### config.mk
export PLATFORM = sky130hd
export DESIGN_NAME = mul_share_ctrl
export DESIGN_NICKNAME = d
export VERILOG_FILES = /design/src/rtl/mul_share_ctrl.sv
export SDC_FILE = /design/constraint.sdc
export NUM_CORES = 1
export LEC_CHECK = 0
export ABC_CLOCK_PERIOD_IN_PS = 45300
export CORE_MARGIN = 2
export CORE_UTILIZATION = 65
export DETAILED_ROUTE_END_ITERATION = 8
export DONT_BUFFER_PORTS = 1
export GPL_TIMING_DRIVEN = 0
export PLACE_DENSITY = 0.84
export SLEW_MARGIN = 20
export SYNTH_ARGS = -nofsm -noshare
export SYNTH_HDL_FRONTEND = slang
export SYNTH_SLANG_ARGS = --single-unit
### constraint.sdc
create_clock -name clk -period 45.3 [get_ports clk]
set_input_delay 9.06 -clock clk [delete_from_list [all_inputs] [get_ports clk]]
set_output_delay 9.06 -clock clk [all_outputs]
set_load 0.01 [all_outputs]
### src/rtl/mul_share_ctrl.sv
// Round-robin front end that shares one combinational 16x16 array multiplier
// among NREQ requesters, holding operands for SETTLE cycles before sampling.

module multiplier (
  input  logic [15:0] a_i,
  input  logic [15:0] b_i,
  output logic [32:0] p_o
);
  always_comb begin
    p_o = '0;
    for (int j = 0; j < 16; j++)
      if (b_i[j]) p_o = p_o + ({17'b0, a_i} << j);
  end
endmodule

module mul_share_ctrl #(
  parameter int NREQ   = 4,
  parameter int SETTLE = 4,
  parameter int IDW    = $clog2(NREQ)
) (
  input  logic                 clk,
  input  logic                 rst,
  input  logic [NREQ-1:0]      req_valid,
  input  logic [NREQ*16-1:0]   req_a,
  input  logic [NREQ*16-1:0]   req_b,
  output logic [NREQ-1:0]      req_ready,
  output logic                 rsp_valid,
  input  logic                 rsp_ready,
  output logic [31:0]          rsp_p,
  output logic [IDW-1:0]       rsp_id,
  output logic                 busy
);
  localparam int CW = (SETTLE > 1) ? $clog2(SETTLE) : 1;

  typedef enum logic [1:0] {IDLE, WAIT, DONE} state_t;

  state_t          state_q;
  logic [IDW-1:0]  ptr_q, id_q, rsp_id_q;
  logic [CW-1:0]   cnt_q;
  logic [15:0]     op_a_q, op_b_q;
  logic [31:0]     rsp_p_q;
  logic            rsp_valid_q, busy_q;
  logic [32:0]     prod_unused_msb;

  logic [IDW-1:0]  gnt_idx;
  logic            gnt_vld;
  int              idx;

  multiplier u_mul (
    .a_i (op_a_q),
    .b_i (op_b_q),
    .p_o (prod_unused_msb)
  );

  // Walk downward so the lowest offset from ptr is the last (winning) write.
  always_comb begin
    gnt_idx = '0;
    gnt_vld = 1'b0;
    idx     = 0;
    for (int k = NREQ - 1; k >= 0; k--) begin
      idx = int'(ptr_q) + k;
      if (idx >= NREQ) idx = idx - NREQ;
      if (req_valid[idx]) begin
        gnt_vld = 1'b1;
        gnt_idx = IDW'(idx);
      end
    end
  end

  assign req_ready = (state_q == IDLE && !rst && gnt_vld) ? (NREQ'(1) << gnt_idx) : '0;
  assign rsp_valid = rsp_valid_q;
  assign rsp_p     = rsp_p_q;
  assign rsp_id    = rsp_id_q;
  assign busy      = busy_q;

  always_ff @(posedge clk or posedge rst) begin
    if (rst) begin
      state_q     <= IDLE;
      ptr_q       <= '0;
      cnt_q       <= '0;
      op_a_q      <= '0;
      op_b_q      <= '0;
      id_q        <= '0;
      rsp_valid_q <= 1'b0;
      rsp_p_q     <= '0;
      rsp_id_q    <= '0;
      busy_q      <= 1'b0;
    end else begin
      case (state_q)
        IDLE: if (gnt_vld) begin
          op_a_q  <= req_a[int'(gnt_idx)*16 +: 16];
          op_b_q  <= req_b[int'(gnt_idx)*16 +: 16];
          id_q    <= gnt_idx;
          ptr_q   <= (gnt_idx == IDW'(NREQ - 1)) ? '0 : gnt_idx + 1'b1;
          cnt_q   <= CW'(SETTLE - 1);
          state_q <= WAIT;
          busy_q  <= 1'b1;
        end
        WAIT: if (cnt_q == '0) begin
          rsp_p_q     <= prod_unused_msb[31:0];
          rsp_id_q    <= id_q;
          rsp_valid_q <= 1'b1;
          state_q     <= DONE;
        end else begin
          cnt_q <= cnt_q - 1'b1;
        end
        DONE: if (rsp_ready) begin
          rsp_valid_q <= 1'b0;
          state_q     <= IDLE;
          busy_q      <= 1'b0;
        end
        default: begin
          state_q <= IDLE;
          busy_q  <= 1'b0;
        end
      endcase
    end
  end
endmodule

# After elaboration in Yosys (flattened, before gate mapping)

Index checks and enable logic that the tools add are counted.

Bits in registers: 76
Latch bits: 0
Memory bits (writable): 0
Bits in read-only memories: 0
Input bits: 135
Output and inout bits: 40
Word-level logic and storage cells: 120
Memories kept: 0

Add/sub/neg operators: 24
Multiply operators: 0
Divide/modulo/power cells: 0
$lt $le $gt $ge: 8
Equality and inequality tests: 7
Shift operators: 3
Muxes and demuxes: 54
Bitwise operators: 1
Reduce and logical (&&, ||, !) cells: 13

Operator list:

| cell                  | count |
|---|---|
| $mux W32              | 19 |
| $lt A32 B4 Y1 const B | 4 |
| $shiftx A64 B7 Y16    | 2 |
| $add A32 B18 Y32      | 1 |
| $add A32 B19 Y32      | 1 |
| $add A32 B20 Y32      | 1 |
| $add A32 B21 Y32      | 1 |
| $add A32 B22 Y32      | 1 |
| $add A32 B23 Y32      | 1 |
| $add A32 B24 Y32      | 1 |
| $add A32 B25 Y32      | 1 |
| $add A32 B26 Y32      | 1 |
| $add A32 B27 Y32      | 1 |
| $add A32 B28 Y32      | 1 |
| $add A32 B29 Y32      | 1 |
| $add A32 B30 Y32      | 1 |
| $add A32 B31 Y32      | 1 |
| $mux W2               | 10 |
| $add A16 B17 Y18      | 1 |
| $mux W16              | 1 |
| $mux W1               | 15 |
| $reduce_and A3 Y1     | 4 |
| $sub A3 B3 Y4 const B | 3 |
| $ge A3 B3 Y1 const B  | 3 |
| 22 further kinds      | 34 |

# Longest topological paths before layout

Word-level depth: 31
Mapped depth: 116

# Hierarchy

From an unflattened synthesis, not the netlist that was laid out.

Cells, all modules: 2507
Area, all modules: 18908.1 sq um

Modules (own cells, without submodules):

| module         | times used | cells each | area an instance (sq um) | sequential area each (sq um) |
|---|---|---|---|---|
| multiplier     | 1          | 2194       | 15185.8                  | 0.0 |
| mul_share_ctrl | 1          | 313        | 3722.3                   | 1901.8 |

# Worst setup path before layout

Ideal clock, no wire load.

Kind: input to output
From: input rst
To: output req_ready[2]
Data arrival time: 11093 ps
Data required time: 36240 ps
Setup slack: 25147 ps
Stages: 2
Buffers on the path: 0
Cell sequence: inv_1 -> and3_1

Longest elaborated chain between the ends: 4

RTL lines:

| element                           | line | source |
|---|---|---|
| from (decl)                       | 22   | `input logic rst,` |
| $logic_not A1 Y1 (no line)        | -    |  |
| $logic_and A1 B1 Y1 (2 in series) | 70   | `assign req_ready = (state_q == IDLE && !rst && gnt_vld) ? (NREQ'(1) << gnt_idx) : '0;` |
| $mux W4                           | 70   |  |
| to (decl)                         | 26   | `output logic [NREQ-1:0] req_ready,` |

No other way between the ends.

# Final worst setup path

From: register op_b_q[0]
To: register rsp_p_q[30], in the netlist rsp_p[30]

Longest elaborated chain between the ends: 31

RTL lines:

| element                | line | source |
|---|---|---|
| from (decl)            | 40   | `logic [15:0] op_a_q, op_b_q;` |
| from (signal assigned) | 92   | `op_b_q <= req_b[int'(gnt_idx)*16 +: 16];` |
| $mux W16 *             | 12   | `if (b_i[j]) p_o = p_o + ({17'b0, a_i} << j);` |
| $add A16 B17 Y18       | 12   |  |
| $mux W32 *             | 12   |  |
| $add A32 B18 Y32       | 12   |  |
| $mux W32 *             | 12   |  |
| $add A32 B19 Y32       | 12   |  |
| $mux W32 *             | 12   |  |
| $add A32 B20 Y32       | 12   |  |
| [... 15 more ...]      | -    |  |
| $add A32 B28 Y32       | 12   |  |
| $mux W32 *             | 12   |  |
| $add A32 B29 Y32       | 12   |  |
| $mux W32 *             | 12   |  |
| $add A32 B30 Y32       | 12   |  |
| $mux W32 *             | 12   |  |
| $add A32 B31 Y32       | 12   |  |
| $mux W32 *             | 12   |  |
| to (signal assigned)   | 100  | `rsp_p_q <= prod_unused_msb[31:0];` |
| to (decl)              | 41   | `logic [31:0] rsp_p_q;` |

Mark *: on every way between the ends. The rest lies on a longest branch, timed or not.
A chain may end at the register's enable or synchronous reset.

==> out/qor.yml <==
worst_clock_skew_ps: 12.6
route.final.wire_length_mm: 69.4
fmaxAchievable_ghz: 0.0421
postSynthAreaPerCell_sq_um: 7.06
finalCriticalPeriod_ps: 23780
synth-edff-count: 0
grt_max_degree: 57
final_cell_count_no_fill: 3011
max-cap-violations: 0
drt_pass1_iterations: 9
wl_per_cell_um: 23.0
dieHeight_um: 173
drc: 0
min_period_over_period_pct: 52.5
maximum_fanout_along_the_worst_path: 10
area_growth_syn_to_layout_pct: 4.64
placeableCoreArea_sq_um: 27900
post_synth_num_cell_types: 94
final_cell_area_sq_um: 19300
timing.final.max_slew_violations: 0
tritoncts: "yes"
grt_pass1_vias: 19800
synth_simple_gate_area_share_pct: 22.1
worst_rel_slew_slack_pct: 17.0
buffers_plus_inverters_on_the_worst_setup_path: 8
crit_path_max_incr_delay_ps: 550
tritoncts.num_buffers: 9
grt_remaining_overflow: 0
die_w_um: 173
syn_nets: 3025
global_route_wire_length_before_repair_mm: 107
unrepaired_setup_endpoints_after_global_routing: "no"
placementRows: 61
viasPerCell: 6.98
h-tree-depth: 3
routability_congestion_estimate_from_global_placement: 1.05
start_kind: "flop"
dpl.hpwl_mm: 53.8
antenna_left: 0
synth_top_family_by_area: "compound AO/OA/AOI/OAI gates"
drive_above_1_share_pct: 4.48
placement.io_buffers: 0
die_area_sq_um: 29800
synth_commonest_cells: "sky130_fd_sc_hd__nand2_1 (418), sky130_fd_sc_hd__ha_1 (261), sky130_fd_sc_hd__o21ai_0 (230)"
synth_flop_cell: "sky130_fd_sc_hd__dfrtp_1"
synthMuxAreaShare_pct: 4.62
hold_removal_path_class: "flop to flop"
synth_largest_area_cell: "sky130_fd_sc_hd__ha_1"
clockRootBuffer: "sky130_fd_sc_hd__clkbuf_16"
pre_cts_ws_ps: 22220
grt_antenna_before_repair: 1
post_synth_adder_cell_area_pct: 19.4
ys_seq_elements: 76
number_of_cells_produced_by_synthesis: 2614
drt_first_iter_violations: 2388
cts_sinks: 76
share_of_async_settable_or_async_resettable_flops_after_synthesis_pct: 100
cts.clk_slew.worst_paths_ps: 70
synth-compound-area-share_pct: 31.2
timing.final.setup_violations: 0
start_util_pct: 66.3
cp.required_ps: 45560
final.fill_count: 2431
synth.most_common_cell: "sky130_fd_sc_hd__nand2_1"
cts.path.max_buffers: 2
synth_xor_xnor_area_share_pct: 7.63
timing_worst_slew_pin_value_ps: 1240
synth.area.top_cells: "sky130_fd_sc_hd__ha_1 (18%), sky130_fd_sc_hd__dfrtp_1 (10%), sky130_fd_sc_hd__nand2_1 (8.5%)"
placement.cell_area_sq_um: 19000
vias: 21000
critPathKind: "flop to flop"
cp_capture_type: "flop"
layout_setup_ws_ps: 21520
post-cts-setup-buffers: 0
clock_latency_ps: 370
ctsHoldBuffers: 0
tns_ps: 0
ios: 175
grtUsageTotal_pct: 44.9
synth-seq-area-share_pct: 10.3
outcome: "completed"
number_of_warnings_issued_by_yosys: 0
synth_top_cell_area_share_pct: 17.7
cts_resized: 0
hold_viol: 0
synth.cell_area_sq_um: 18500
worstPathArrival_ps: 24040
timing.critical_path.max_delay_family: "compound AO/OA/AOI/OAI gates"
numPlacedInstances: 2993
worst_path_max_delay_cell: "sky130_fd_sc_hd__a211oi_1"
critical-path-top-cell-by-count: "sky130_fd_sc_hd__ha_1"
num-nets-final: 3037
-- cell families (layout without fill, tap and decap cells) --
logic type | after synthesis | count (layout)
other | 0 | 2
DFF | 76 | 76
muxes | 80 | 80
AOI/OAI and AO/OA | 879 | 879
xor gates and xnor gates | 160 | 160
and+or+nand+nor | 915 | 915
buffers and inverters | 226 | 243
adders and majority gates | 278 | 278
-- cell usage in the layout, fill, tap and decap left out, drive strengths merged, types with 12 or more instances in the layout --
master and n:
ha 261, nor2 199, nor3 46, a211oi 39
nand2 418, a21oi 203, a21o 65, mux2i 41
nand2b 36, or3 20, xor2 60, xnor2 100
or2 15, and2 15, o21ai 247, nand3 69
o21a 43, o31a 15, o211ai 42, dfrtp 76
inv 122, mux2 39, a221o 15, clkbuf 104
a2111oi 12, and3 26, o31ai 17, a31oi 26
nor2b 31, o21bai 17, fa 15
-- final timing paths --
path                                start        end  slack (ps)  cells after the start
worst min-delay path              id_q[0]  rsp_id[0]         470                      2
max in group asynchronous             rst  rsp_p[19]       36150                      2
worst min register to register    id_q[0]  rsp_id[0]         470                      2
worst max register to register  op_b_q[0]  rsp_p[30]       21520                    104
worst max-delay path            op_b_q[0]  rsp_p[30]       21520                    104
min in group asynchronous             rst   rsp_p[2]        8540                      1
-- state kept, by name, indices dropped and copies added (netlist names) --
register,cells
rsp_p,32
op_a_q,16
op_b_q,16
cnt_q,2
id_q,2
ptr_q,2
rsp_id,2
state_q,2
busy,1
rsp_valid,1
-- metrics by stage --
stage	hold WS, ps	util [%]
after global placement	447	68.0
after global routing	483	69.3
after detailed placement	457	68.1
after floorplan	439	-
final	472	69.3
after CTS	472	69.3
-- worst min-delay path, delay by kind of cell, from the launching register on --
family / cells / cell delay, ps
simple gates: 2 / 100
flops: 1 / 340
-- layer usage --
metal / vias up / global-route usage [%] / wire, um
met5: - / 0 / 0
met1: 9696 / 54.6 / 26300
met4: 0 / 30.2 / 5450
met2: 1367 / 71.6 / 29700
met3: 372 / 9.26 / 7880
li1: 9582 / - / -
-- layout make-up --
cell class	count	area (sq um)	area share, %
Multi-Input combinational cell	2312	15700	81.3
Sequential cell	76	1920	9.92
Tap cell	378	473	2.45
Inverter	123	464	2.40
Buffer	103	398	2.06
Clock buffer	10	239	1.24
Clock inverter	6	95.1	0.492
Timing Repair Buffer	1	27.5	0.143
Antenna cell	2	5.00	0.0259
Power is left out: the tool's default activity adds up to more than one toggle a clock period on the data nets, which glitch-free logic cannot reach.
